## config.mk

```make
export PLATFORM = sky130hd
export DESIGN_NAME = sevenseg_scan_decoder
export DESIGN_NICKNAME = d
export VERILOG_FILES = /design/src/rtl/sevenseg_scan_decoder.sv
export SDC_FILE = /design/constraint.sdc
export NUM_CORES = 1
export LEC_CHECK = 0
export ABC_AREA = 1
export BUFFER_PORTS_ARGS = -buffer_cell sky130_fd_sc_hd__buf_4
export CORE_ASPECT_RATIO = 1.4
export CORE_MARGIN = 1
export CORE_UTILIZATION = 35
export DETAILED_ROUTE_END_ITERATION = 7
export PLACE_DENSITY = 0.5
export SLEW_MARGIN = 10
export SYNTH_ARGS = -nofsm -noshare
export SYNTH_HDL_FRONTEND = slang
export SYNTH_SLANG_ARGS = --single-unit
```

## constraint.sdc

```tcl
create_clock -name i_clk -period 3.1 [get_ports i_clk]
set_clock_uncertainty 0.05 [all_clocks]
set_input_delay 0 -clock i_clk [delete_from_list [all_inputs] [get_ports i_clk]]
set_output_delay 0 -clock i_clk [all_outputs]
set_load 0.005 [all_outputs]
```

## src/rtl/sevenseg_scan_decoder.sv

```systemverilog
// sevenseg_scan_decoder
// Receive-side monitor for a 3-digit multiplexed seven-segment bus. It samples
// each digit once its enable and segment lines have settled, decodes the pattern
// back to hex and publishes the 3-digit frame after MATCH_FRAMES identical frames.
// Optional feature macro: SCAN_DP_CAPTURE_EN. When it is defined, the decimal
// point is kept with each digit, takes part in the frame compare and is published
// on o_dp. When it is not defined, o_dp is tied to zero.
module sevenseg_scan_decoder #(
  parameter int SETTLE_CYC   = 16,
  parameter int MATCH_FRAMES = 3,
  parameter int TIMEOUT_CYC  = 500_000
) (
  input  logic        i_clk,
  input  logic        i_rst,
  input  logic [2:0]  i_digit_en,
  input  logic [7:0]  i_seven_seg,
  output logic [11:0] o_digits,
  output logic        o_frame_valid,
  output logic        o_frame_stb,
  output logic        o_seg_err,
  output logic        o_timeout,
  output logic [2:0]  o_dp
);

`ifdef SCAN_DP_CAPTURE_EN
  localparam int SW = 5;   // per-slot width: {dp, hex}
`else
  localparam int SW = 4;   // per-slot width: hex only
`endif
  localparam int          SCW      = $clog2(SETTLE_CYC + 1);
  localparam logic [SCW-1:0] SETTLE_N = SCW'(SETTLE_CYC);
  localparam logic [3:0]  MATCH_N  = 4'(MATCH_FRAMES);
  localparam logic [19:0] TO_N     = 20'(TIMEOUT_CYC);
  localparam logic [19:0] TO_M1    = 20'(TIMEOUT_CYC - 1);

  typedef enum logic [1:0] {
    ST_IDLE,
    ST_SETTLE,
    ST_SAMPLE,
    ST_HOLD
  } state_t;

  state_t           state_q, state_d;
  logic [2:0]       en_lat_q, en_lat_d;
  logic [7:0]       seg_lat_q, seg_lat_d;
  logic [SCW-1:0]   settle_q, settle_d;

  logic [3*SW-1:0]  frame_q, frame_d;     // slots under assembly
  logic [2:0]       mask_q, mask_d;       // slots captured so far
  logic [3*SW-1:0]  prev_q, prev_d;       // last complete frame
  logic [3:0]       match_q, match_d;
  logic [11:0]      digits_q, digits_d;
  logic             valid_q, valid_d;
  logic             stb_q, stb_d;
  logic             err_q, err_d;
  logic             tout_q, tout_d;
  logic [19:0]      tcnt_q, tcnt_d;
`ifdef SCAN_DP_CAPTURE_EN
  logic [2:0]       dp_q, dp_d;
`endif

  logic             dec_valid;
  logic [3:0]       dec_code;
  logic [SW-1:0]    wr_val;
  logic [3*SW-1:0]  pub_frame;            // published frame in slot layout

  function automatic logic is_onehot3(input logic [2:0] e);
    return (e == 3'b001) || (e == 3'b010) || (e == 3'b100);
  endfunction

  // Segment pattern {g..a} back to a hex code; unknown patterns flag invalid
  always_comb begin
    dec_valid = 1'b1;
    dec_code  = 4'h0;
    case (seg_lat_q[6:0])
      7'h3F: dec_code = 4'h0;
      7'h06: dec_code = 4'h1;
      7'h5B: dec_code = 4'h2;
      7'h4F: dec_code = 4'h3;
      7'h66: dec_code = 4'h4;
      7'h6D: dec_code = 4'h5;
      7'h7D: dec_code = 4'h6;
      7'h07: dec_code = 4'h7;
      7'h7F: dec_code = 4'h8;
      7'h6F: dec_code = 4'h9;
      7'h77: dec_code = 4'hA;
      7'h7C: dec_code = 4'hB;
      7'h39: dec_code = 4'hC;
      7'h5E: dec_code = 4'hD;
      7'h79: dec_code = 4'hE;
      7'h71: dec_code = 4'hF;
      default: dec_valid = 1'b0;
    endcase
  end

`ifdef SCAN_DP_CAPTURE_EN
  assign wr_val = {seg_lat_q[7], dec_code};
`else
  assign wr_val = dec_code;
`endif

  // Rebuild the published frame in slot layout so it compares directly
  for (genvar gi = 0; gi < 3; gi++) begin : g_pub
`ifdef SCAN_DP_CAPTURE_EN
    assign pub_frame[gi*SW +: SW] = {dp_q[gi], digits_q[gi*4 +: 4]};
`else
    assign pub_frame[gi*SW +: SW] = digits_q[gi*4 +: 4];
`endif
  end

  // Scan FSM: wait for one-hot enable, settle, take one sample, hold
  always_comb begin
    state_d   = state_q;
    en_lat_d  = en_lat_q;
    seg_lat_d = seg_lat_q;
    settle_d  = settle_q;
    case (state_q)
      ST_IDLE: begin
        if (is_onehot3(i_digit_en)) begin
          en_lat_d  = i_digit_en;
          seg_lat_d = i_seven_seg;
          settle_d  = SCW'(1);
          state_d   = ST_SETTLE;
        end
      end
      ST_SETTLE: begin
        if (!is_onehot3(i_digit_en)) begin
          state_d = ST_IDLE;
        end else if ((i_digit_en != en_lat_q) || (i_seven_seg != seg_lat_q)) begin
          en_lat_d  = i_digit_en;
          seg_lat_d = i_seven_seg;
          settle_d  = SCW'(1);
        end else if (settle_q >= SETTLE_N) begin
          state_d = ST_SAMPLE;
        end else begin
          settle_d = settle_q + 1'b1;
        end
      end
      ST_SAMPLE: state_d = ST_HOLD;
      ST_HOLD: begin
        if (i_digit_en != en_lat_q) state_d = ST_IDLE;
      end
      default: state_d = ST_IDLE;
    endcase
  end

  // Frame assembly, match counting, publishing and timeout supervision
  always_comb begin
    logic [3*SW-1:0] frame_new;
    logic [2:0]      mask_w;
    logic [3:0]      match_n;
    frame_d   = frame_q;
    mask_d    = mask_q;
    prev_d    = prev_q;
    match_d   = match_q;
    digits_d  = digits_q;
    valid_d   = valid_q;
    stb_d     = 1'b0;
    err_d     = err_q;
    tout_d    = tout_q;
    tcnt_d    = tcnt_q;
`ifdef SCAN_DP_CAPTURE_EN
    dp_d      = dp_q;
`endif
    frame_new = frame_q;
    mask_w    = mask_q | en_lat_q;
    match_n   = match_q;
    if (state_q == ST_SAMPLE) begin
      tcnt_d = 20'd0;
      tout_d = 1'b0;
      if (dec_valid) begin
        for (int i = 0; i < 3; i++) begin
          if (en_lat_q[i]) frame_new[i*SW +: SW] = wr_val;
        end
        frame_d = frame_new;
        if (mask_w == 3'b111) begin
          mask_d = 3'b000;
          if (frame_new == prev_q)
            match_n = (match_q >= MATCH_N) ? MATCH_N : match_q + 4'd1;
          else
            match_n = 4'd1;
          match_d = match_n;
          prev_d  = frame_new;
          if ((match_n == MATCH_N) && ((frame_new != pub_frame) || !valid_q)) begin
            for (int i = 0; i < 3; i++) begin
              digits_d[i*4 +: 4] = frame_new[i*SW +: 4];
`ifdef SCAN_DP_CAPTURE_EN
              dp_d[i] = frame_new[i*SW + 4];
`endif
            end
            valid_d = 1'b1;
            stb_d   = 1'b1;
          end
        end else begin
          mask_d = mask_w;
        end
      end else begin
        err_d = 1'b1;
      end
    end else if (tcnt_q < TO_N) begin
      tcnt_d = tcnt_q + 20'd1;
      if (tcnt_q == TO_M1) begin
        tout_d  = 1'b1;
        valid_d = 1'b0;
        mask_d  = 3'b000;
        match_d = 4'd0;
      end
    end
  end

  // State and datapath registers with synchronous reset
  always_ff @(posedge i_clk) begin
    if (i_rst) begin
      state_q   <= ST_IDLE;
      en_lat_q  <= 3'b000;
      seg_lat_q <= 8'h00;
      settle_q  <= '0;
      frame_q   <= '0;
      mask_q    <= 3'b000;
      prev_q    <= '0;
      match_q   <= 4'd0;
      digits_q  <= 12'h000;
      valid_q   <= 1'b0;
      stb_q     <= 1'b0;
      err_q     <= 1'b0;
      tout_q    <= 1'b0;
      tcnt_q    <= 20'd0;
`ifdef SCAN_DP_CAPTURE_EN
      dp_q      <= 3'b000;
`endif
    end else begin
      state_q   <= state_d;
      en_lat_q  <= en_lat_d;
      seg_lat_q <= seg_lat_d;
      settle_q  <= settle_d;
      frame_q   <= frame_d;
      mask_q    <= mask_d;
      prev_q    <= prev_d;
      match_q   <= match_d;
      digits_q  <= digits_d;
      valid_q   <= valid_d;
      stb_q     <= stb_d;
      err_q     <= err_d;
      tout_q    <= tout_d;
      tcnt_q    <= tcnt_d;
`ifdef SCAN_DP_CAPTURE_EN
      dp_q      <= dp_d;
`endif
    end
  end

  assign o_digits      = digits_q;
  assign o_frame_valid = valid_q;
  assign o_frame_stb   = stb_q;
  assign o_seg_err     = err_q;
  assign o_timeout     = tout_q;
`ifdef SCAN_DP_CAPTURE_EN
  assign o_dp          = dp_q;
`else
  assign o_dp          = 3'b000;
`endif

endmodule

```

Yosys cells after proc, flatten, opt, wreduce, memory -nomap -nowiden. Cells that the tools add are included.

Register bits after elaboration: 85. Output and inout bits: 19.

Equal/unequal tests: 39. Bitwise logic cells: 4. Magnitude comparators: 3. Add/sub/neg operators: 3. Reduce and logical (&&, ||, !) cells: 24. Multiplexer cells: 52.

Operator list (number): 7-bit == test, second input constant (12); 4-bit two-way mux (19); 4-bit one-hot mux with 15 select lines (1); 3-bit two-way mux (8); 8-bit two-way mux (3); 20-bit by 1-bit adder with 20-bit output, second input constant (1); 20-bit by 19-bit == test with 1-bit output, second input constant (1); 20-bit by 19-bit < comparator with 1-bit output, second input constant (1); 5-bit two-way mux (4); 4-bit AND reduction (5); 8-bit one-hot mux with 2 select lines (1); 16-bit OR reduction (1); 7-bit by 3-bit == test with 1-bit output, second input constant (2); 7-bit by 6-bit == test with 1-bit output, second input constant (2); 12-bit == test (1); 12-bit != test (1); 2-bit two-way mux (5); 2-bit != test, second input constant (5); 5-bit one-hot mux with 2 select lines (1); 3-bit != test, second input constant (3); 1-bit two-way mux (8); 8-bit != test (1); 2-bit one-hot mux with 4 select lines (1); 3-bit == test, second input constant (2); 24 further kinds (36).

Longest topological paths before layout.
Depth in word-level cells: 16. Gate-level depth with buffers: 20. Gate-level depth less buffers: 20.

Least setup slack after synthesis. Ideal clock, no wire load.

Path kind: register to register. Start point: register seg_lat_q[2]. End point: register digits_q[0], in the netlist o_digits[0]. Slack: 0.980 ns. Stages on the path, launching flop included: 18. Data arrival time: 1.956 ns. Buffers on the path: 1. Cell sequence: dfxtp_1 > buf_4 > nand2_2 > nor2_1 > nand2_2 > nand2_1 > nor2_2 > nand3_2 > nand2_2 > nand2_1 > nand2_1 > nand2_1 > nor2_2 > nand3_2 > nor2_4 > nand4_1 > nor2_1 > nor2_1.

Cells in the longest elaborated chain, start to end: 13. Elaborated cells between the ends (all ways): 38. Those cells by class: eq/ne (19); mux (15); reduce/logical (4).

RTL lines: start: declaration (line 45) `logic [7:0] seg_lat_q, seg_lat_d;`; start signal: assignment (line 234) `seg_lat_q <= seg_lat_d;`; 7-bit == test, or another cell as far along (line 75) `case (seg_lat_q[6:0])`; 4-bit one-hot mux with 15 select lines (line 75); 4-bit two-way mux (line 173) `if (en_lat_q[i]) frame_new[i*SW +: SW] = wr_val;`; 4-bit two-way mux (line 171) `if (dec_valid) begin`; 4-bit two-way mux (line 168) `if (state_q == ST_SAMPLE) begin`; 12-bit == test (line 178) `if (frame_new == prev_q)`; 4-bit two-way mux (line 178); 4-bit two-way mux (line 176) `if (mask_w == 3'b111) begin`; 4-bit two-way mux (line 171); 4-bit two-way mux (line 168); 4-bit by 2-bit == test with 1-bit output (line 184) `if ((match_n == MATCH_N) && ((frame_new != pub_frame) || !valid_q)) begin`; 1-bit logical AND (line 184); 4-bit AND reduction (no line); end signal: assignment (line 240) `digits_q <= digits_d;`; end: declaration (line 52) `logic [11:0] digits_q, digits_d;`.

Several ways; a longest one is shown, not always the timed one. The select of a mux whose other input is x is not followed. A chain may end at the register's enable or synchronous reset.

Worst setup path in the final report.
Start point: register seg_lat_q[6]. End point: register digits_q[4], in the netlist o_digits[4].

The elaborated chain is that of the path after synthesis.

==> flow_metrics.tcl <==
set metrics [dict create \
    cts-root-buf "clkbuf_16" \
    cts_buffers 9 \
    finalSetupViolations 0 \
    synth-async-reset-ratio_pct 0 \
    ys_seq_area_share_pct 34.8 \
    seqPwrFrac_pct 44.3 \
    firstDrtPassIters 4 \
    wirelength_um 13400 \
    final_cells 991 \
    power_density_nw_per_um2 450 \
    dpl.cell_count 963 \
    synth_top_cell_area_share_pct 34.8 \
    maxCapViolations 0 \
    synth.area.top_cells "dfxtp_1, nand2_1, inv_1" \
    avgRoutedWirePerCell_um 13.5 \
    antenna_found_initial 0 \
    rows 50 \
    area_delta_synth_final_pct 17.1 \
    hold_ws_ns 0.381 \
    critPathMaxFanout 7 \
    hold_path.class "flip-flop to flip-flop" \
    drc 0 \
    arrival_ns 3.00 \
    critPathLaunchType "flip-flop" \
    p_total_w 0.00258 \
    portBuffers 28 \
    yosys_warnings 0 \
    cts_tree "done" \
    p_switching_w 0.000713 \
    endpoint_kind "flip-flop" \
    slew_headroom_pct 64.4 \
    ctsHtreeMaxLevel 3 \
    synth_top_area_cell "dfxtp_1" \
    path_clk_slew_ns 0.07 \
    worst_path_most_repeated_cell "nand2_1" \
    gp_congestion 0.882 \
    rrSetupSlack_ns 0.29 \
    diodes 0 \
    start_util_pct 36.1 \
    grtUsageTotal_pct 19.8 \
    netlist_area_um2 4880 \
    fillers 1493 \
    ys_seq_elements 85 \
    fin_crit_ns 2.81 \
    nets 821 \
    die_h_um 142 \
    postSynthCellCount 761 \
    critPathSlowestCell "dfxtp_1" \
    fp.coreArea_um2 13500 \
    rsz0062_at_grt "false" \
    worstMarginPinSlew_ns 0.529 \
    p_leak_nw 2.66 \
    timing.final.crit_share_pct 90.6 \
    synth.distinct_cells 39 \
    place_ws_ns 0.235 \
    cts_sinks 85 \
    die-area_um2 14400 \
    ir_drop_mv 0.217 \
    ios 32 \
    grt_pass1_vias 4631 \
    overflow 0 \
    pwr-share-clk_pct 42.8 \
    postSynthAreaPerCell_um2 6.42 \
    synth_commonest_cells "nand2_1, inv_1, nor2_1" \
    path_cells "nand2_2 > nor2_4 > nand2_1 > nand2_1 > nor2_2 > nand2_2 > nand2_1 > nand3_1 > nand2_1 > nor2_1 > nand2_1 > inv_1 > nand3_2 > nor2_4 > nand4_1 > buf_4 > nor2_1 > nor2_1" \
    drv_slew 0 \
    p_sw_share_pct 27.7 \
    fmax_mhz 356 \
    power.internal_w 0.00186 \
    fin_setup_tns_ns 0 \
    ys.flop_type "dfxtp_1" \
    synth_edf_count 0 \
    die_x_um 102 \
    critPathMaxStageDelay_ns 0.51 \
    drive_above_1_share_pct 12.6 \
    grt_pass1_wl_um 22200 \
    grt_max_degree 22 \
    drt.antenna.violating_nets 0 \
    drtIter0Drc 137 \
    setup_slack_ns 0.292 \
    vias 4834 \
    critical_path_class "flip-flop to flip-flop" \
    synth.most_common_cell "nand2_1" \
    status "completed" \
    crit_required_ns 3.29 \
    via_per_inst 4.88 \
    dpl.hpwl_um 10300 \
    p_comb_share_pct 12.9 \
    clkLatencyLatePin_ns 0.34 \
    clock_path_buffers 2 \
    finalHoldViolations 0 \
]
[stage by stage]
stage          util (%)  cell area (µm²)
6_report           42.3             5720
5_1_grt            42.3             5720
4_1_cts            42.3             5710
3_5_place_dp       39.2             5290
3_3_place_gp       39.2             5290
2_1_floorplan         -             4890
[routing by layer]
metal | GRT usage, % | part of all wire, %
met4 | 7.14 | 1.8
met5 | 0 | 0
met3 | 2.76 | 3.1
met1 | 22.8 | 43
met2 | 36.6 | 52
[worst max-delay path, delay by kind of cell, from the launching register on]
family                 cells  cell delay [ns]
AND/OR/NAND/NOR           16             1.83
flip-flops                 1             0.51
buffers and inverters      2             0.30
[power by group through the flow]
stage                     Clock [W]  Combinational, W  Sequential (W)
after floorplan                   0          0.000242         0.00115
after global placement            0          0.000318         0.00116
after detailed placement          0          0.000319         0.00117
after CTS                   0.00113          0.000333         0.00114
after global routing        0.00118          0.000376         0.00114
final                       0.00110          0.000333         0.00114
[final cells by class]
type                       count  area (µm²)  area share (%)
clock buffer                   9         225            3.94
timing repair buffer          51         413            7.22
clock inverter                 7        73.8            1.29
inverter                     102         383            6.69
tap                          182         228            3.98
sequential                    85        1700            29.8
multi-input combinational    555        2700            47.1
[what timing repair did]
item	CTS	global route
endpoints found under the setup margin	0	5
hold buffers	12	0
endpoints found under the hold margin	16	0
resized for setup	0	1
setup buffers	0	0
[cells in the final DEF (no fill, tap or decap), types with 2 or more instances in the layout]
cell and n:
conb_1 3, clkinv_1 2, nor2_4 5, nor2_2 6
nand3_2 6, a211oi_1 6, nand2_1 194, inv_6 2
nand3_1 69, nand2_2 17, xor2_1 5, or2_2 4
nor4_1 2, nor3_1 13, a22oi_1 7, o21ai_0 44
nand4_1 7, nand3b_1 2, dfxtp_1 85, clkbuf_16 9
ha_1 4, nor2_1 92, inv_1 94, inv_2 6
o21a_1 2, a21oi_1 50, buf_4 39, dlygate4sd3_1 12
xnor2_1 9, clkinv_2 2
[path summary, 6_finish.rpt]
check,to,from,cells after the start
worst max-delay path,o_digits[4],seg_lat_q[6],18
worst min-delay path,match_q[2],match_q[2],2
worst max register to register,o_digits[4],seg_lat_q[6],18
worst min register to register,match_q[2],match_q[2],2
[cells by family after synthesis]
group | after synthesis | share of synthesized area (%)
buffers and inverters | 123 | 10.3
XOR/XNOR | 14 | 2.51
AO/OA/AOI/OAI | 112 | 12.4
AND/OR/NAND/NOR | 422 | 38.8
adder cells (fa/ha/maj) | 4 | 1.02
other | 1 | 0.0768
flip-flops | 85 | 34.8
[flip-flops by register name (all words and copies together) (netlist names), named ones only]
signal         flops
o_frame_valid      1
o_seg_err          1
mask_q             3
frame_q           12
en_lat_q           3
prev_q            12
o_frame_stb        1
state_q            1
match_q            4
seg_lat_q          8
o_timeout          1
tcnt_q            20
settle_q           5
o_digits          12
(Power assumes the default switching activity.)
